`config.mk`:
```
export PLATFORM = sky130hd
export DESIGN_NAME = clk_div_ctrl
export DESIGN_NICKNAME = d
export VERILOG_FILES = /design/src/rtl/clk_div_pkg.sv /design/src/rtl/clk_div_counter.sv /design/src/rtl/clk_div_ctrl.sv
export SDC_FILE = /design/constraint.sdc
export NUM_CORES = 1
export LEC_CHECK = 0
export ABC_AREA = 1
export BUFFER_PORTS_ARGS = -buffer_cell sky130_fd_sc_hd__buf_4
export CORE_MARGIN = 10
export CORE_UTILIZATION = 59
export DETAILED_ROUTE_END_ITERATION = 10
export PLACE_DENSITY_LB_ADDON = 0.25
export RECOVER_POWER = 25
export SLEW_MARGIN = 40
export SYNTH_ARGS = -nofsm -noshare
export SYNTH_HDL_FRONTEND = slang
export SYNTH_SLANG_ARGS = --single-unit
export TNS_END_PERCENT = 5
```
`constraint.sdc`:
```
create_clock -name clk_in -period 3.5 [get_ports clk_in]
set_input_delay 0.175 -clock clk_in [delete_from_list [all_inputs] [get_ports clk_in]]
set_output_delay 0.175 -clock clk_in [all_outputs]
set_load 0.1 [all_outputs]
```
`src/rtl/clk_div_pkg.sv`:
```
// Shared types and constants for the runtime-programmable clock divider.
package clk_div_pkg;

    // Default width of the divisor and period counter
    localparam int CNT_W_DEF = 16;

    // Smallest divisor that still yields a real high and low phase
    localparam logic [31:0] MIN_DIV = 32'd2;

    // Controller states
    typedef enum logic [1:0] {
        IDLE  = 2'd0,
        RUN   = 2'd1,
        DRAIN = 2'd2
    } state_t;

    // True when a requested divisor is usable (zero-extended to 32 bits by the caller)
    function automatic logic div_ok(input logic [31:0] d);
        return (d >= MIN_DIV);
    endfunction

endpackage

```
`src/rtl/clk_div_counter.sv`:
```
// Period counter: produces cnt, the registered divided clock and the
// rising-edge strobe for the divisor currently in effect.
module clk_div_counter
    import clk_div_pkg::*;
#(
    parameter int CNT_W = CNT_W_DEF
) (
    input  logic             clk_in,
    input  logic             rst_n,
    input  logic             run,
    input  logic             run_next,
    input  logic [CNT_W-1:0] div,
    output logic             wrap,
    output logic [CNT_W-1:0] cnt,
    output logic             clk_out,
    output logic             tick_out
);

    localparam logic [CNT_W-1:0] ONE = {{(CNT_W-1){1'b0}}, 1'b1};

    logic [CNT_W-1:0] cnt_r;
    logic             clk_r;
    logic             tick_r;
    logic [CNT_W-1:0] cnt_inc_s;
    logic [CNT_W-1:0] half_s;
    logic             wrap_s;
    logic [CNT_W-1:0] cnt_nxt_s;
    logic             clk_nxt_s;
    logic             tick_nxt_s;

    // Period boundary detection and helper values for the next-count logic
    always_comb begin
        cnt_inc_s = cnt_r + ONE;
        half_s    = div >> 1;
        wrap_s    = run && (cnt_r == (div - ONE));
    end

    // Next count, divided clock level and strobe for the coming cycle
    always_comb begin
        cnt_nxt_s  = '0;
        clk_nxt_s  = 1'b0;
        tick_nxt_s = 1'b0;
        if (!run_next) begin
            // Idle (or stopping at the end of a drain): parked low at zero
            cnt_nxt_s  = '0;
            clk_nxt_s  = 1'b0;
            tick_nxt_s = 1'b0;
        end else if (!run) begin
            // Starting from idle: first period begins immediately
            cnt_nxt_s  = '0;
            clk_nxt_s  = 1'b1;
            tick_nxt_s = 1'b1;
        end else if (wrap_s) begin
            // New period; cnt 0 is always in the high half since div >= 2
            cnt_nxt_s  = '0;
            clk_nxt_s  = 1'b1;
            tick_nxt_s = 1'b1;
        end else begin
            cnt_nxt_s  = cnt_inc_s;
            clk_nxt_s  = (cnt_inc_s < half_s);
            tick_nxt_s = 1'b0;
        end
    end

    // Counter and output registers
    always_ff @(posedge clk_in or negedge rst_n) begin
        if (!rst_n) begin
            cnt_r  <= '0;
            clk_r  <= 1'b0;
            tick_r <= 1'b0;
        end else begin
            cnt_r  <= cnt_nxt_s;
            clk_r  <= clk_nxt_s;
            tick_r <= tick_nxt_s;
        end
    end

    assign wrap     = wrap_s;
    assign cnt      = cnt_r;
    assign clk_out  = clk_r;
    assign tick_out = tick_r;

endmodule

```
`src/rtl/clk_div_ctrl.sv`:
```
// Clock divider controller: run/drain sequencing, divisor handshake with a
// one-deep pending register, and boundary-aligned divisor updates.
module clk_div_ctrl
    import clk_div_pkg::*;
#(
    parameter int CNT_W       = CNT_W_DEF,
    parameter int DEFAULT_DIV = 2
) (
    input  logic             clk_in,
    input  logic             rst_n,
    input  logic             en_in,
    input  logic [CNT_W-1:0] div_in,
    input  logic             div_valid_in,
    output logic             div_ready_out,
    output logic [CNT_W-1:0] div_cur_out,
    output logic             clk_out,
    output logic             tick_out,
    output logic             busy_out,
    output logic             err_out
);

    localparam logic [CNT_W-1:0] DIV_RST = CNT_W'(DEFAULT_DIV);

    state_t           state_r;
    state_t           state_nxt_s;
    logic             pending_r;
    logic             pending_nxt_s;
    logic [CNT_W-1:0] pend_div_r;
    logic [CNT_W-1:0] pend_div_nxt_s;
    logic [CNT_W-1:0] div_cur_r;
    logic [CNT_W-1:0] div_cur_nxt_s;
    logic             ready_r;
    logic             err_r;
    logic             err_nxt_s;
    logic             busy_r;
    logic             accept_s;
    logic             apply_s;
    logic             div_ok_s;
    logic             run_s;
    logic             run_nxt_s;
    logic             wrap_s;
    logic [CNT_W-1:0] cnt_s;
    logic             clk_s;
    logic             tick_s;

    // Next-state logic: disable and stop only take effect at period ends
    always_comb begin
        state_nxt_s = state_r;
        case (state_r)
            IDLE: begin
                if (en_in) begin
                    state_nxt_s = RUN;
                end else begin
                    state_nxt_s = IDLE;
                end
            end
            RUN: begin
                if (!en_in) begin
                    state_nxt_s = DRAIN;
                end else begin
                    state_nxt_s = RUN;
                end
            end
            DRAIN: begin
                if (en_in) begin
                    state_nxt_s = RUN;
                end else if (wrap_s) begin
                    state_nxt_s = IDLE;
                end else begin
                    state_nxt_s = DRAIN;
                end
            end
            default: begin
                state_nxt_s = IDLE;
            end
        endcase
    end

    // Counter run qualifiers derived from current and next state
    always_comb begin
        run_s     = (state_r != IDLE);
        run_nxt_s = (state_nxt_s != IDLE);
    end

    // Divisor handshake, pending register and boundary-aligned apply
    always_comb begin
        accept_s       = div_valid_in && ready_r;
        div_ok_s       = div_ok(32'(div_in));
        apply_s        = pending_r && ((state_r == IDLE) || wrap_s);
        pending_nxt_s  = pending_r;
        pend_div_nxt_s = pend_div_r;
        div_cur_nxt_s  = div_cur_r;
        err_nxt_s      = accept_s && !div_ok_s;
        if (apply_s) begin
            // Apply and accept are exclusive: accept needs pending clear
            div_cur_nxt_s = pend_div_r;
            pending_nxt_s = 1'b0;
        end else if (accept_s && div_ok_s) begin
            pend_div_nxt_s = div_in;
            pending_nxt_s  = 1'b1;
        end else begin
            pending_nxt_s  = pending_r;
            pend_div_nxt_s = pend_div_r;
        end
    end

    // State, handshake and status registers
    always_ff @(posedge clk_in or negedge rst_n) begin
        if (!rst_n) begin
            state_r    <= IDLE;
            pending_r  <= 1'b0;
            pend_div_r <= DIV_RST;
            div_cur_r  <= DIV_RST;
            ready_r    <= 1'b1;
            err_r      <= 1'b0;
            busy_r     <= 1'b0;
        end else begin
            state_r    <= state_nxt_s;
            pending_r  <= pending_nxt_s;
            pend_div_r <= pend_div_nxt_s;
            div_cur_r  <= div_cur_nxt_s;
            ready_r    <= !pending_nxt_s;
            err_r      <= err_nxt_s;
            busy_r     <= run_nxt_s;
        end
    end

    clk_div_counter #(
        .CNT_W (CNT_W)
    ) u_counter (
        .clk_in   (clk_in),
        .rst_n    (rst_n),
        .run      (run_s),
        .run_next (run_nxt_s),
        .div      (div_cur_r),
        .wrap     (wrap_s),
        .cnt      (cnt_s),
        .clk_out  (clk_s),
        .tick_out (tick_s)
    );

    assign div_ready_out = ready_r;
    assign div_cur_out   = div_cur_r;
    assign clk_out       = clk_s;
    assign tick_out      = tick_s;
    assign busy_out      = busy_r;
    assign err_out       = err_r;

endmodule

```
==> run metrics, run 1 <==
CTS tree yes; vias after detailed routing 3072; critical hold path startpoint div_in[1]; highest metal layer used by the detailed router met4; metal1 wirelength ~3500 um; Hold WC Path Type input pin to flop; number of warnings reported in the yosys synthesis log 0; summed instance area of the synthesized netlist 0.00356 mm2; P_leak 2.28 nW; height of the die approximately 100 um; total nets after synthesis between 500 and 600; clock insertion delay at the later pin of the skew report approximately 0.30 ns; overall overflow remaining after global route 0; Total Routed Length about 7700 um; Initial Util about three fifths; aggregate negative setup slack 0 ns; Final Non-Filler Cells 601; max cap viols 0; #FFs+latches synth 56; highest-delay cell along the critical path sky130_fd_sc_hd__dfrtp_1; Worst Hold End pend_div_r[1]; area share of the largest cell type after synthesis between 30% and 40%; Worst-path clk slew 0.10 ns; Filler cells between 400 and 500; post-detailed-route DRC marker count 0; met3 wire length roughly 400 um; number of H-tree levels 2; nature of the critical path endpoint flop; transition time at the pin with the least slew margin around 1.3 ns; number of synthesized flops with an enable pin 0; end of the worst register-to-register path u_counter.clk_out; final weighted congestion of routability-driven global placement about 0.92; biggest cell delay along the critical path 0.43 ns; number of top-level design ports 41; biggest area contributors in the synthesized netlist sky130_fd_sc_hd__dfrtp_1 (37%), sky130_fd_sc_hd__nand2_1 (15%), sky130_fd_sc_hd__nand3_1 (7.7%); number of post-CTS setup repair buffers 0; cell type with the largest total area after synthesis sky130_fd_sc_hd__dfrtp_1; antenna cells 0; first-pass GRT wire length 13700 um; placed cell area about 0.0039 mm2; setup slack on the worst flop-to-flop path about 0.56 ns; most common cell in the synthesized netlist sky130_fd_sc_hd__nand2_1; TritonRoute pass-1 iters 5; hpwl dp approximately 6100 um; kind of critical path flop to flop; ys async rst share 100%; global-route usage over all layers roughly 17%; share of cells above drive strength 1 14.8%; Resized Gates After CTS 0; Setup crit start u_counter.cnt[0]; IO Port Bufs 40; portion of the post-synthesis area used by sequential elements between 30 and 40%; Slew Limit Fails 0; largest net degree at the start of global routing 57; total count of hold-check failures in the final report 0; Max Buffers Root-to-Sink 2; mean routed wirelength per cell between 10 and 15 um; Post-Layout Inst Area around 0.0040 mm2; routed via count divided by cell count 5.11; number of nets with antenna violations after routing 0; setup violation total in the final timing report 0; area enclosed by the die boundary between 0.009 and 0.01 mm2; worst hold stages 3; clock tree sinks between 50 and 60; worst relative slew slack approximately 10%; cell mode on critical path sky130_fd_sc_hd__nor2_1; gate count after technology mapping approximately 490; unrepaired setup endpoints after global routing no; total buffers and inverters traversed by the critical path 1; Layout Area Growth over Synthesis 13.3%; initial antenna violation count 0; worst path required time approximately 3.7 ns; primary flip-flop cell chosen by synthesis mapping sky130_fd_sc_hd__dfrtp_1; period utilization between 80% and 90%; Detail Route met2 WL about 3700 um; largest fanout on the critical path 5; areal power density over the cells roughly 880 mW/mm2; worst reg2reg startpoint u_counter.cnt[0]; post-synthesis area per instance 7.32 um2; CTS Root Buffer Type sky130_fd_sc_hd__clkbuf_8; total CTS buffers 5; most instantiated cells after synthesis sky130_fd_sc_hd__nand2_1 (140), sky130_fd_sc_hd__inv_1 (69), sky130_fd_sc_hd__nor2_1 (57); Core Area just under 0.006 mm2; maximum achievable frequency around 340 MHz; minimum period implied by the final worst setup slack 2.94 ns; Setup Skew 0.00502 ns; number of global-route vias before repair ~3000; Setup crit start kind flop; final core area utilization about two thirds; number of placed instances with taps included 592; area of the multi-input gates 0.00183 mm2; delay-heaviest family, CP simple AND/OR/NAND/NOR gates; status completed; area taken by flip-flops and latches 0.00141 mm2; cell count of the worst reg-to-reg path 15; cells along the critical path ha_1, nand2_1, nor2_1, nand3_1, nor2_1, nand3_1, nor2_1, xor2_1, inv_1, ha_1, nand4_1, a211oi_1, nor2_1, nor2_1, a21oi_1; number of violations reported at the end of detailed-routing iteration 0 between 150 and 200; WP depth 15; maximum vdd drop roughly 0.00054 V; data arrival at the endpoint of the critical path between 3 and 4 ns; layout net count ~560; Rows 28; post-synthesis cell type count 33; overall die width about 100 um
-- through the flow --
step | hold slack [ns] | power (mW) | worst slack (ns)
3_3_place_gp | 0.256 | 3.05 | 0.713
2_1_floorplan | -0.121 | 2.67 | 0.768
5_1_grt | 0.0998 | 3.82 | 0.284
6_report | 0.0985 | 3.54 | 0.561
3_5_place_dp | 0.264 | 3.10 | 0.659
4_1_cts | 0.0950 | 3.55 | 0.573
-- final cells by class --
class                   instances  area share [%]
clock inverters                 1           0.745
repair buffers                 41            7.63
clock buffers                   7            2.39
multi-input cells             349            45.4
inverters                      72            6.70
well taps                      75            2.33
flip-flops and latches         56            34.8
-- logic make-up (layout without fill, tap and decap cells) --
logic type                 after synthesis  count (layout)  synth area share (%)
AOI/OAI and AO/OA                       15              15                  2.43
xor gates and xnor gates                23              23                  5.66
adders and majority gates               16              16                  5.62
buffers and inverters                   81             121                  9.21
DFF                                     56              56                  39.5
and+or+nand+nor                        295             295                  37.6
-- how the worst max path moves through the flow --
| stage | to | slack (ns) |
|---|---|---|
| global placement | u_counter.clk_out | 0.71 |
| CTS | u_counter.clk_out | 0.57 |
| detailed placement | u_counter.clk_out | 0.66 |
| floorplan | div_cur_out[2] | 0.77 |
| finish | u_counter.clk_out | 0.56 |
| global route | u_counter.clk_out | 0.28 |
-- routing by layer --
metal	vias up	GRT usage, %
met5	-	0
met4	0	5.03
met1	1399	20.5
li1	1590	-
met3	10	3.13
met2	73	28.4
-- state kept, by name, summed over array words and instances, names as in the netlist --
signal,count
busy_out,1
div_cur_out,16
div_ready_out,1
err_out,1
pend_div_r,16
pending_r,1
state_r,2
u_counter.clk_out,1
u_counter.cnt,16
u_counter.tick_out,1
-- where the power goes --
part           total, mW  internal [mW]  switching [mW]  leakage [nW]
clock              0.456          0.253           0.204        0.0645
combinational       1.97          0.551            1.42          1.50
sequential          1.11          0.845           0.266         0.716
total               3.54           1.65            1.89          2.28
-- placed cells by master (no fill, tap or decap), types with 4 or more instances in the layout --
cell type / instances
sky130_fd_sc_hd__a21oi_1: 8
sky130_fd_sc_hd__buf_4: 39
sky130_fd_sc_hd__clkbuf_8: 7
sky130_fd_sc_hd__dfrtp_1: 53
sky130_fd_sc_hd__ha_1: 16
sky130_fd_sc_hd__inv_1: 69
sky130_fd_sc_hd__nand2_1: 140
sky130_fd_sc_hd__nand2_2: 12
sky130_fd_sc_hd__nand3_1: 55
sky130_fd_sc_hd__nand3b_1: 4
sky130_fd_sc_hd__nand4_1: 6
sky130_fd_sc_hd__nor2_1: 56
sky130_fd_sc_hd__nor2_2: 4
sky130_fd_sc_hd__nor3_1: 5
sky130_fd_sc_hd__xnor2_1: 6
sky130_fd_sc_hd__xor2_1: 17
-- worst register-to-register path, delay by kind of cell, from the launching register on --
kind / cells / cell delay, ns
AOI/OAI and AO/OA: 2 / 0.31
xor gates and xnor gates: 1 / 0.22
adders and majority gates: 2 / 0.52
buffers and inverters: 1 / 0.08
DFF: 1 / 0.43
and+or+nand+nor: 9 / 1.27
-- what timing repair did --
action | CTS | global route
hold endpoints to repair | 53 | 0
endpoints found under the setup margin | 0 | 0
hold buffers | 1 | 0
No activity file was read; power rests on OpenSTA's default activity.
==> run 2, diff against run 1 <==
Clock period 3.5 ns to 2.9 ns, I/O delays scaled along.
==> run 2 against run 1 <==
  * Clock skew increased by 0.0010 ns
  * Sequential cell count unchanged
  * Wire length about the same
  * Core utilization increased by 1.4 points
  * Cell count increased by 1.2%
  * Register-to-register slack got worse by 0.31 ns
  * Clock power increased by 20%
  * Cell area increased by 2.1%
  * Power increased by 22%
  * Critical endpoint is now div_cur_out[3]
==> run metrics, run 2 (synthesized netlist as in run 1, its figures left out) <==
largest fanout on the critical path 20; nature of the critical path endpoint flop; delay-heaviest family, CP simple AND/OR/NAND/NOR gates; share of cells above drive strength 1 between 10% and 20%; biggest cell delay along the critical path 0.62 ns; routed via count divided by cell count 5.13; number of global-route vias before repair between 3000 and 4000; CTS Root Buffer Type sky130_fd_sc_hd__clkbuf_8; CTS tree yes; Hold WC Path Type input pin to flop; Setup crit start kind flop; area of the multi-input gates around 0.0019 mm2; total count of hold-check failures in the final report 0; maximum achievable frequency approximately 380 MHz; Max Buffers Root-to-Sink 2; worst hold slack across all endpoints 0.0661 ns; period utilization 91.3%; number of H-tree levels 2; unrepaired setup endpoints after global routing no; clock insertion delay at the later pin of the skew report 0.30 ns; Core Area roughly 0.0059 mm2; mean routed wirelength per cell approximately 13 um; number of top-level design ports 41; clock tree sinks 56; number of placed instances with taps included ~600; overall die width 97.7 um; antenna cells 0; post-detailed-route DRC marker count 0; Rows 28; hpwl dp approximately 6100 um; final weighted congestion of routability-driven global placement approximately 0.87; total buffers and inverters traversed by the critical path 2; setup violation total in the final timing report 0; number of nets with antenna violations after routing 0; P_leak between 2 and 2.5 nW; number of violations reported at the end of detailed-routing iteration 0 between 150 and 200; layout net count between 500 and 600; data arrival at the endpoint of the critical path between 2 and 3 ns; Slew Limit Fails 0; areal power density over the cells ~1000 mW/mm2; highest-delay cell along the critical path sky130_fd_sc_hd__dfstp_2; initial antenna violation count 0; vias after detailed routing between 3000 and 4000; overall overflow remaining after global route 0; max cap viols 0; kind of critical path flop to flop; minimum period implied by the final worst setup slack approximately 2.6 ns; Final Non-Filler Cells slightly above 600; cells along the critical path inv_1, ha_1, xnor2_1, nor2_1, nand4_1, nor3_1, nand2_2, nand2_4, nand2_4, buf_4, nand2_1, nand2_1; IO Port Bufs 40; most frequent cells in the layout sky130_fd_sc_hd__nand2_1 (140), sky130_fd_sc_hd__inv_1 (69), sky130_fd_sc_hd__nand3_1 (53), sky130_fd_sc_hd__nor2_1 (52), sky130_fd_sc_hd__dfrtp_1 (51); total CTS buffers 5; Layout Area Growth over Synthesis 15.7%; Worst-path clk slew around 0.1 ns; transition time at the pin with the least slew margin 1.33 ns; aggregate negative setup slack 0 ns; area taken by flip-flops and latches about 0.0014 mm2; height of the die around 98 um; TritonRoute pass-1 iters 4; worst relative slew slack about 11%; first-pass GRT wire length about 14000 um; largest net degree at the start of global routing 57; maximum vdd drop about 0.00065 V; Total Routed Length between 7000 and 8000 um; worst path required time between 3 and 4 ns; status completed; area enclosed by the die boundary around 0.0095 mm2; most common library cell in the layout ignoring fill and taps sky130_fd_sc_hd__nand2_1; Setup Skew approximately 0.006 ns; Filler cells between 400 and 500; final core area utilization around 70%; global-route usage over all layers between 10% and 20%; Initial Util slightly above 60%
-- run 2: worst reg2reg max path, stage by stage (launching register included) --
cell	delay [ns]
sky130_fd_sc_hd__dfstp_2	0.62
sky130_fd_sc_hd__inv_1	0.06
sky130_fd_sc_hd__ha_1	0.29
sky130_fd_sc_hd__xnor2_1	0.14
sky130_fd_sc_hd__nor2_1	0.18
sky130_fd_sc_hd__nand4_1	0.14
sky130_fd_sc_hd__nor3_1	0.35
sky130_fd_sc_hd__nand2_2	0.14
sky130_fd_sc_hd__nand2_4	0.11
sky130_fd_sc_hd__nand2_4	0.16
sky130_fd_sc_hd__buf_4	0.24
sky130_fd_sc_hd__nand2_1	0.08
sky130_fd_sc_hd__nand2_1	0.05
-- run 2: layout make-up --
| class | count | share of cell area [%] |
|---|---|---|
| clock inverter | 1 | 0.729 |
| multi-input combinational | 349 | 45.2 |
| timing repair buffer | 48 | 8.75 |
| sequential | 56 | 34.2 |
| inverter | 72 | 6.56 |
| tap | 75 | 2.28 |
| clock buffer | 7 | 2.34 |
-- run 2: per-layer routing --
metal | vias to the layer above | global-route usage, % | share of wire [%]
li1 | 1604 | - | -
met1 | 1415 | 20.4 | 45
met2 | 84 | 28.9 | 48
met3 | 13 | 3.34 | 5.1
met4 | 0 | 5.59 | 2.0
met5 | - | 0 | 0
-- run 2: path summary, 6_finish.rpt --
| path | slack (ns) | start | to | cells after the start |
|---|---|---|---|---|
| hold / removal | 0.07 | en_in | state_r[0] | 3 |
| setup reg to reg | 0.25 | div_cur_out[1] | div_cur_out[3] | 12 |
| setup / recovery | 0.25 | div_cur_out[1] | div_cur_out[3] | 12 |
| min in group asynchronous | 0.67 | rst_n | u_counter.cnt[9] | 2 |
| hold reg to reg | 0.47 | pend_div_r[1] | pend_div_r[1] | 2 |
| max in group asynchronous | 1.32 | rst_n | u_counter.cnt[5] | 2 |
-- run 2: what timing repair did --
action | 4_1_cts | 5_1_grt
setup endpoints to repair | 0 | 1
resized for setup | 0 | 10
setup buffers | 0 | 1
hold buffers | 1 | 0
endpoints found under the hold margin | 53 | 0
-- run 2: through the flow --
stage          total power, mW  cell area [um2]  setup slack, ns
2_1_floorplan             3.23             3560            0.168
3_3_place_gp              3.69             3940            0.271
5_1_grt                   4.65             4120           0.0221
3_5_place_dp              3.77             3940            0.155
6_report                  4.30             4120            0.253
4_1_cts                   4.32             4080            0.117
-- run 2: power by group --
group | internal, mW | switching [mW] | total [mW]
Combinational | 0.689 | 1.77 | 2.46
Clock | 0.305 | 0.244 | 0.549
Sequential | 1.02 | 0.277 | 1.30
